**src/rtl/regfile_alu_engine.sv**
```systemverilog
// -----------------------------------------------------------------------------
// regfile_alu_engine
//
// Purpose:
//   Register-file / ALU execution unit that sits behind the board switches and
//   buttons. A debounced press of btn_exec runs one instruction:
//   R[rd] <= R[rs1] <op> R[rs2].
//   Execution is a multi-cycle FSM: IDLE -> READ -> EXEC -> WRITE -> DONE.
//   The last result is held and shown one DISP_W-wide slice at a time on led.
//
// Optional feature:
//   ALU_FLAGS_EN - when defined, a {N,Z,C,V} flags register is updated in
//                  WRITE. When undefined, flags is tied to 4'b0000 and no flag
//                  logic exists.
//
// Ports:
//   clk        in   1       system clock, rising edge
//   btn_reset  in   1       synchronous active-low reset
//   btn_exec   in   1       raw execute pushbutton (asynchronous to clk)
//   op         in   3       000 ADD, 001 SUB, 010 AND, 011 OR, 100 XOR,
//                           101 SL, 110 SRL, 111 SLT
//   rd         in   AW      destination register (R0 writes are discarded)
//   rs1, rs2   in   AW      source registers
//   disp_sel   in   SW      result slice shown on led
//   led        out  DISP_W  result[disp_sel*DISP_W +: DISP_W], 0 if out of range
//   busy       out  1       high from the accepting IDLE cycle through WRITE
//   done       out  1       one-cycle pulse in DONE
//   flags      out  4       {N,Z,C,V} of the last result
// -----------------------------------------------------------------------------
`timescale 1ns/1ps

module regfile_alu_engine #(
   parameter int DATA_W       = 32,
   parameter int NREGS        = 16,
   parameter int DISP_W       = 16,
   parameter int DEBOUNCE_CYC = 2,
   localparam int AW          = $clog2(NREGS),
   localparam int NSLICE      = DATA_W / DISP_W,
   localparam int SW          = (NSLICE > 1) ? $clog2(NSLICE) : 1
) (
   input  logic              clk,
   input  logic              btn_reset,
   input  logic              btn_exec,
   input  logic [2:0]        op,
   input  logic [AW-1:0]     rd,
   input  logic [AW-1:0]     rs1,
   input  logic [AW-1:0]     rs2,
   input  logic [SW-1:0]     disp_sel,
   output logic [DISP_W-1:0] led,
   output logic              busy,
   output logic              done,
   output logic [3:0]        flags
);

   localparam int SHW = $clog2(DATA_W);
   localparam int CW  = $clog2(DEBOUNCE_CYC) + 1;

   localparam logic [2:0] OP_ADD = 3'b000;
   localparam logic [2:0] OP_SUB = 3'b001;
   localparam logic [2:0] OP_AND = 3'b010;
   localparam logic [2:0] OP_OR  = 3'b011;
   localparam logic [2:0] OP_XOR = 3'b100;
   localparam logic [2:0] OP_SL  = 3'b101;
   localparam logic [2:0] OP_SRL = 3'b110;
   localparam logic [2:0] OP_SLT = 3'b111;

   typedef enum logic [2:0] {
      ST_IDLE,
      ST_READ,
      ST_EXEC,
      ST_WRITE,
      ST_DONE
   } state_t;

   // ---------------------------------------------------------------------------
   // Button path: 2-flop synchroniser, then a debouncer that only changes the
   // accepted level after DEBOUNCE_CYC consecutive samples that disagree with
   // it. req_reg pulses for one cycle on each accepted 0->1 change, so a long
   // hold gives one request and a new press needs an accepted release first.
   // ---------------------------------------------------------------------------
   logic          sync1_reg;
   logic          sync2_reg;
   logic          level_reg;
   logic [CW-1:0] cnt_reg;
   logic          req_reg;

   always_ff @(posedge clk) begin
      if (!btn_reset) begin
         sync1_reg <= 1'b0;
         sync2_reg <= 1'b0;
         level_reg <= 1'b0;
         cnt_reg   <= '0;
         req_reg   <= 1'b0;
      end else begin
         sync1_reg <= btn_exec;
         sync2_reg <= sync1_reg;
         req_reg   <= 1'b0;
         if (sync2_reg == level_reg) begin
            cnt_reg <= '0;
         end else if (cnt_reg == CW'(DEBOUNCE_CYC - 1)) begin
            level_reg <= sync2_reg;
            cnt_reg   <= '0;
            req_reg   <= sync2_reg;
         end else begin
            cnt_reg <= cnt_reg + CW'(1);
         end
      end
   end

   // ---------------------------------------------------------------------------
   // Execution FSM
   // ---------------------------------------------------------------------------
   state_t state_reg;
   state_t state_next;
   logic   latch_en;

   always_ff @(posedge clk) begin
      if (!btn_reset) begin
         state_reg <= ST_IDLE;
      end else begin
         state_reg <= state_next;
      end
   end

   // A request that shows up outside IDLE is simply not looked at, so it is
   // dropped rather than queued.
   always_comb begin
      state_next = state_reg;
      busy       = 1'b0;
      done       = 1'b0;
      latch_en   = 1'b0;
      case (state_reg)
         ST_IDLE: begin
            if (req_reg) begin
               latch_en   = 1'b1;
               busy       = 1'b1;
               state_next = ST_READ;
            end
         end
         ST_READ: begin
            busy       = 1'b1;
            state_next = ST_EXEC;
         end
         ST_EXEC: begin
            busy       = 1'b1;
            state_next = ST_WRITE;
         end
         ST_WRITE: begin
            busy       = 1'b1;
            state_next = ST_DONE;
         end
         ST_DONE: begin
            done       = 1'b1;
            state_next = ST_IDLE;
         end
         default: begin
            state_next = ST_IDLE;
         end
      endcase
   end

   // ---------------------------------------------------------------------------
   // Register file. Each entry resets to its own index, which gives the board
   // a known, useful set of operands right after reset. R0 resets to 0 and is
   // never written.
   // ---------------------------------------------------------------------------
   logic [DATA_W-1:0] regs_reg [NREGS];
   logic [2:0]        op_reg;
   logic [AW-1:0]     rd_reg;
   logic [AW-1:0]     rs1_reg;
   logic [AW-1:0]     rs2_reg;
   logic [DATA_W-1:0] a_reg;
   logic [DATA_W-1:0] b_reg;
   logic [DATA_W-1:0] alu_reg;
   logic [DATA_W-1:0] alu_next;
   logic [DATA_W-1:0] result_reg;

   always_ff @(posedge clk) begin
      if (!btn_reset) begin
         for (int i = 0; i < NREGS; i++) begin
            regs_reg[i] <= DATA_W'(i);
         end
      end else if (state_reg == ST_WRITE && rd_reg != '0) begin
         regs_reg[rd_reg] <= alu_reg;
      end
   end

   // Operands are captured in READ, two cycles before WRITE, so rd equal to a
   // source register always sees the old value.
   always_ff @(posedge clk) begin
      if (!btn_reset) begin
         op_reg     <= '0;
         rd_reg     <= '0;
         rs1_reg    <= '0;
         rs2_reg    <= '0;
         a_reg      <= '0;
         b_reg      <= '0;
         alu_reg    <= '0;
         result_reg <= '0;
      end else begin
         if (latch_en) begin
            op_reg  <= op;
            rd_reg  <= rd;
            rs1_reg <= rs1;
            rs2_reg <= rs2;
         end
         if (state_reg == ST_READ) begin
            a_reg <= (rs1_reg == '0) ? '0 : regs_reg[rs1_reg];
            b_reg <= (rs2_reg == '0) ? '0 : regs_reg[rs2_reg];
         end
         if (state_reg == ST_EXEC) begin
            alu_reg <= alu_next;
         end
         if (state_reg == ST_WRITE) begin
            result_reg <= alu_reg;
         end
      end
   end

   // ---------------------------------------------------------------------------
   // ALU. ADD and SUB share one adder: SUB is A + ~B + 1.
   // ---------------------------------------------------------------------------
   logic              is_sub;
   logic [DATA_W-1:0] b_inv;
   logic [DATA_W-1:0] sum;
   logic [SHW-1:0]    shamt;
   logic              slt;

   assign is_sub = (op_reg == OP_SUB);
   assign b_inv  = is_sub ? ~b_reg : b_reg;
   assign shamt  = b_reg[SHW-1:0];
   assign slt    = $signed(a_reg) < $signed(b_reg);

`ifdef ALU_FLAGS_EN
   logic [DATA_W:0] sum_ext;
   logic            carry_next;
   logic            ovf_next;
   logic            carry_reg;
   logic            ovf_reg;
   logic [3:0]      flags_reg;

   assign sum_ext = {1'b0, a_reg} + {1'b0, b_inv} + {{DATA_W{1'b0}}, is_sub};
   assign sum     = sum_ext[DATA_W-1:0];

   // For SUB the carry out of A + ~B + 1 is the inverted borrow. Overflow is
   // "both adder inputs share a sign that the sum does not".
   always_comb begin
      carry_next = 1'b0;
      ovf_next   = 1'b0;
      if (op_reg == OP_ADD || op_reg == OP_SUB) begin
         carry_next = sum_ext[DATA_W];
         ovf_next   = (a_reg[DATA_W-1] == b_inv[DATA_W-1]) &&
                      (sum[DATA_W-1] != a_reg[DATA_W-1]);
      end
   end

   always_ff @(posedge clk) begin
      if (!btn_reset) begin
         carry_reg <= 1'b0;
         ovf_reg   <= 1'b0;
         flags_reg <= 4'b0000;
      end else begin
         if (state_reg == ST_EXEC) begin
            carry_reg <= carry_next;
            ovf_reg   <= ovf_next;
         end
         if (state_reg == ST_WRITE) begin
            flags_reg <= {alu_reg[DATA_W-1], (alu_reg == '0), carry_reg, ovf_reg};
         end
      end
   end

   assign flags = flags_reg;
`else
   assign sum   = a_reg + b_inv + {{(DATA_W-1){1'b0}}, is_sub};
   assign flags = 4'b0000;
`endif

   always_comb begin
      alu_next = '0;
      case (op_reg)
         OP_ADD:  alu_next = sum;
         OP_SUB:  alu_next = sum;
         OP_AND:  alu_next = a_reg & b_reg;
         OP_OR:   alu_next = a_reg | b_reg;
         OP_XOR:  alu_next = a_reg ^ b_reg;
         OP_SL:   alu_next = a_reg << shamt;
         OP_SRL:  alu_next = a_reg >> shamt;
         OP_SLT:  alu_next = {{(DATA_W-1){1'b0}}, slt};
         default: alu_next = '0;
      endcase
   end

   // ---------------------------------------------------------------------------
   // LED slice select. Unused disp_sel codes show 0.
   // ---------------------------------------------------------------------------
   logic [DISP_W-1:0] slice_w [NSLICE];

   generate
      for (genvar gi = 0; gi < NSLICE; gi++) begin : gen_slice
         assign slice_w[gi] = result_reg[gi*DISP_W +: DISP_W];
      end
   endgenerate

   always_comb begin
      led = '0;
      for (int i = 0; i < NSLICE; i++) begin
         if (disp_sel == SW'(i)) begin
            led = slice_w[i];
         end
      end
   end

endmodule

```
**config.mk**
```make
export PLATFORM = sky130hd
export DESIGN_NAME = regfile_alu_engine
export DESIGN_NICKNAME = d
export VERILOG_FILES = /design/src/rtl/regfile_alu_engine.sv
export SDC_FILE = /design/constraint.sdc
export NUM_CORES = 2
export LEC_CHECK = 0
export BUFFER_PORTS_ARGS = -buffer_cell sky130_fd_sc_hd__buf_2
export CAP_MARGIN = 20
export CORE_ASPECT_RATIO = 0.7
export CORE_MARGIN = 2
export CORE_UTILIZATION = 45
export CTS_CLUSTER_SIZE = 10
export DETAILED_ROUTE_END_ITERATION = 7
export GPL_ROUTABILITY_DRIVEN = 0
export SYNTH_ARGS = -nofsm -noshare
export SYNTH_HDL_FRONTEND = slang
export SYNTH_SLANG_ARGS = --single-unit
```
**constraint.sdc**
```tcl
create_clock -name clk -period 10.85 [get_ports clk]
set_input_delay 1.085 -clock clk [delete_from_list [all_inputs] [get_ports clk]]
set_output_delay 1.085 -clock clk [all_outputs]
set_load 0.005 [all_outputs]
```
### Yosys cells after proc, flatten, opt, wreduce, memory -nomap -nowiden

Memory sizes are Yosys's and may differ from the RTL's. A register that Yosys moved wholly into a read port is not among the register bits.
Index checks and enable logic that the tools add are counted.

| word-level totals | value |
|---|---|
| register bits | 152 |
| RAM bits | 512 |
| input bits | 19 |
| output and inout port bits | 22 |
| word-level logic and storage cells | 76 |
| memories kept | 1 |

Memory list:

| name | depth | width | read ports | clocked after memory_dff | wr ports | RTL line | text |
|---|---|---|---|---|---|---|---|
| regs_reg | 16 | 32 | 2 | 2 | 16 | 167 | `logic [DATA_W-1:0] regs_reg [NREGS];` |

| cells by class | value |
|---|---|
| add/subtract/negate cells | 3 |
| magnitude comparators | 1 |
| equality and inequality tests | 14 |
| shift operators | 2 |
| multiplexer cells | 22 |
| bitwise gates (word level) | 7 |
| reductions and logical operators | 12 |

Operator list:

| kind | count |
|---|---|
| one-hot mux 32 bit (7 select lines) | 1 |
| two-way mux 32 bit | 4 |
| adder 32 x 1 -> 32 bit | 1 |
| adder 32 bit | 1 |
| bitwise AND 32 bit | 1 |
| less-than comparator 32 bit | 1 |
| NOT 32 bit | 1 |
| bitwise OR 32 bit | 1 |
| OR reduction 32 bit | 1 |
| << shifter 32 x 5 -> 32 bit | 1 |
| >> shifter 32 x 5 -> 32 bit | 1 |
| XOR 32 bit | 1 |
| two-way mux 4 bit | 5 |
| two-way mux 16 bit | 1 |
| equality test 3 bit (second input constant) | 5 |
| equality test 3 x 2 -> 1 bit (second input constant) | 4 |
| one-hot mux 3 bit (4 select lines) | 1 |
| OR reduction 3 bit | 3 |
| zero test 4 bit | 2 |
| two-way mux 1 bit | 8 |
| equality test 3 x 1 -> 1 bit (second input constant) | 2 |
| zero test 3 bit | 2 |
| nonzero test 4 bit | 1 |
| two-way mux 3 bit | 1 |
| 9 further kinds | 11 |

### Logic depth before layout (Yosys ltp)

| depth | value |
|---|---|
| depth in word-level cells | 7 |
| gate-level depth with buffers | 13 |
| gate-level depth less buffers | 11 |

### Worst setup path after synthesis

No wires, ideal clock.

| path | value |
|---|---|
| path kind | input -> register |
| from | input btn_reset |
| to | memory regs_reg[15][0] (enable) |
| setup time | 0.466 ns |
| data arrival time | 3.869 ns |
| data required time | 10.384 ns |
| slack | 6.515 ns |
| stages | 5 |
| path buffers | 1 |
| cell sequence | nand2_2 inv_2 nand3_2 clkbuf_1 o21ai_0 |

RTL lines:

| element | RTL line | text |
|---|---|---|
| start: declaration | 42 | `input logic btn_reset,` |
| end: declaration | 167 |  |

==> out/qor.csv <==
metric,value,unit
run_status,"complete, but fails checks",
violations,design-rule violations,
synth-seq-cells,672,
ant_nets,0,
arrival,4.69,ns
drc,39,
largest_reg_flops,512,
synthFlopType,edfxtp_1,
grt_overflow_total,0,
p_per_area,127,nW/um^2
clkTransAtPathRegs,0.06,ns
dr_total_vias,29200,
hpwlAfterDp,91.0,mm
first_iter_violations,5127,
hold_violations,0,
critical_path_class,register to register,
clock_skew,0.0249,ns
synth_top_area_share,0.384,
cts_hold_buf,0,
ys_seq_area_frac,0.464,
worstMarginPinSlew,1.13,ns
grtUsageTotal,0.308,
timing.final.crit_period,4.37,ns
synth_edf_count,512,
cts_max_level,3,
clkLatencyLatePin,0.66,ns
yosys.cell_types.count,92,
tritoncts.num_buffers,78,
place_inst,4217,
io_buffers,36,
leakagePower,14.8,nW
rows,91,
drv_cap,0,
rrSetupSlack,6.48,ns
critical_path.cell_chain,"and3b_1, buf_4, nand2_2, nor2_1, nand2_1, nor3_4, buf_4, nand2b_2, buf_4",
setup_ws,6.48,ns
wl_per_cell,32.4,um
grt_pass1_vias,27900,
drive_gt1_frac,0.211,
cts_root_buffer,clkbuf_16,
ir_drop,0.118,mV
nets,3285,
crit_path_max_incr_delay,0.66,ns
cpMostUsedCell,buf_4,
core,88100,sq um
num-fill-cells,7552,
cts_sinks,672,
cp.required,11.17,ns
die_y,253,um
synth_largest_area_cell,edfxtp_1,
area_growth,9.41,%
fin_util,0.497,
setup_viol,0,
drt_wl_total,141,mm
final_cell_area,43800,sq um
fin_cells,4357,
start_kind,register,
fin_tns_setup,0,ns
netlist_area,40000,sq um
crit_path_end_kind,register,
detailed_place.area,41500,sq um
clock.fmax,229,MHz
worstPathMaxFanout,33,
hold_path_class,register to register,
slew_headroom,0.248,
slew_violations,0,
netlist_instances,3182,
antenna_found_initial,7,
synthTopCellsByArea,"edfxtp_1 (38%), mux4_2 (20%), dfxtp_1 (8.0%)",
synth-async-reset-ratio,0,
drt_first_pass_iters,8,
pre_cts_slack,6.18,ns
die_area,91400,sq um
vias_per_cell,6.71,
grt_max_degree,92,
cts_tree,done,
cts_setup_buffers,0,
grt_pass1_wl,202,mm
cpMaxStageDelayCell,nor3_4,
multiInputGateArea,20300,sq um
cts.repair.resized,0,
ios,41,
seqCellArea,18600,sq um
ys_warn_count,0,
dieWidth,360,um
syn_avg_cell_area,12.6,sq um
rsz0062_at_grt,no,
clockBufferDepth,3,
initial_utilization,0.454,
finalCritPeriodShare,0.403,
critical path: cells and delay by family (launching register included):
| kind | cells | cell delay, ns |
|---|---|---|
| buffers and inverters | 3 | 1.21 |
| and+or+nand+nor | 6 | 2.24 |
| DFF | 1 | 0.53 |
layout by cell type (no fill, tap or decap), types with 12 or more instances in the layout:
| master | count |
|---|---|
| nand2b_1 | 19 |
| xnor2_1 | 43 |
| or3_1 | 34 |
| a21oi_1 | 125 |
| edfxtp_1 | 512 |
| dfxtp_1 | 148 |
| o21ai_0 | 80 |
| a211oi_1 | 26 |
| nand3_1 | 16 |
| clkbuf_16 | 81 |
| a22oi_1 | 87 |
| a21o_1 | 15 |
| buf_4 | 76 |
| buf_2 | 36 |
| conb_1 | 36 |
| nor3_1 | 24 |
| nand2_1 | 189 |
| ha_1 | 128 |
| nor2b_1 | 12 |
| o221ai_1 | 12 |
| o211ai_1 | 30 |
| and2_1 | 456 |
| mux2i_1 | 55 |
| o22ai_1 | 13 |
| nor2_1 | 172 |
| clkbuf_1 | 48 |
| mux4_2 | 356 |
| inv_1 | 77 |
| mux2_2 | 33 |
| a31oi_1 | 21 |
layer usage:
layer  global-route usage  part of all wire  wire length (um)
met3                0.133              0.15             21700
met2                0.428              0.41             57700
met1                0.437              0.40             57100
met5                    0            0.0017               237
met4               0.0861             0.031              4380
synth_stat cells, types with 33 or more instances:
| master | number |
|---|---|
| edfxtp_1 | 512 |
| and2_1 | 456 |
| mux4_2 | 356 |
| nand2_1 | 189 |
| clkbuf_1 | 186 |
| nor2_1 | 184 |
| dfxtp_1 | 160 |
| ha_1 | 128 |
| a21oi_1 | 125 |
| o21ai_0 | 89 |
| a22oi_1 | 87 |
| inv_1 | 77 |
| mux2i_1 | 55 |
| buf_2 | 46 |
| xnor2_1 | 43 |
| or3_1 | 34 |
| mux2_2 | 33 |
final cells by class:
cell class | instances | share of cell area
sequential | 672 | 0.425
inverter | 84 | 0.00737
clock buffer | 129 | 0.0504
tap | 1162 | 0.0332
timing repair buffer | 116 | 0.0189
antenna | 3 | 0.000171
multi-input combinational | 2185 | 0.464
clock inverter | 6 | 0.00137
logic make-up after synthesis:
kind of cell,Yosys count,synth area share
AND/OR/NAND/NOR,1008,0.136
flip-flops,672,0.464
AO/OA/AOI/OAI,509,0.0837
multiplexers,455,0.227
buffers and inverters,360,0.0378
adder cells (fa/ha/maj),129,0.0405
XOR/XNOR,48,0.0105
other,1,0.0000937
power by group:
group	internal [mW]	total (mW)	switching, mW
Sequential	2.83	2.87	0.0406
Clock	1.38	2.46	1.08
Combinational	0.0882	0.216	0.128
metrics by stage:
| step | hold slack (ns) | power, mW |
|---|---|---|
| 3_5_place_dp | 0.417 | 3.14 |
| 5_1_grt | 0.452 | 5.68 |
| 3_3_place_gp | 0.404 | 3.13 |
| 4_1_cts | 0.430 | 5.57 |
| 6_report | 0.428 | 5.54 |
| 2_1_floorplan | 0.397 | 3.04 |
worst paths after layout:
path                start         endpoint  cells after the start
max reg2reg  state_reg[0]  regs_reg[1][31]                      9
min reg2reg    cnt_reg[0]       cnt_reg[0]                      1
min            cnt_reg[0]       cnt_reg[0]                      1
max          state_reg[0]  regs_reg[1][31]                      9
Note: power is estimated with default switching activity, not from simulation.
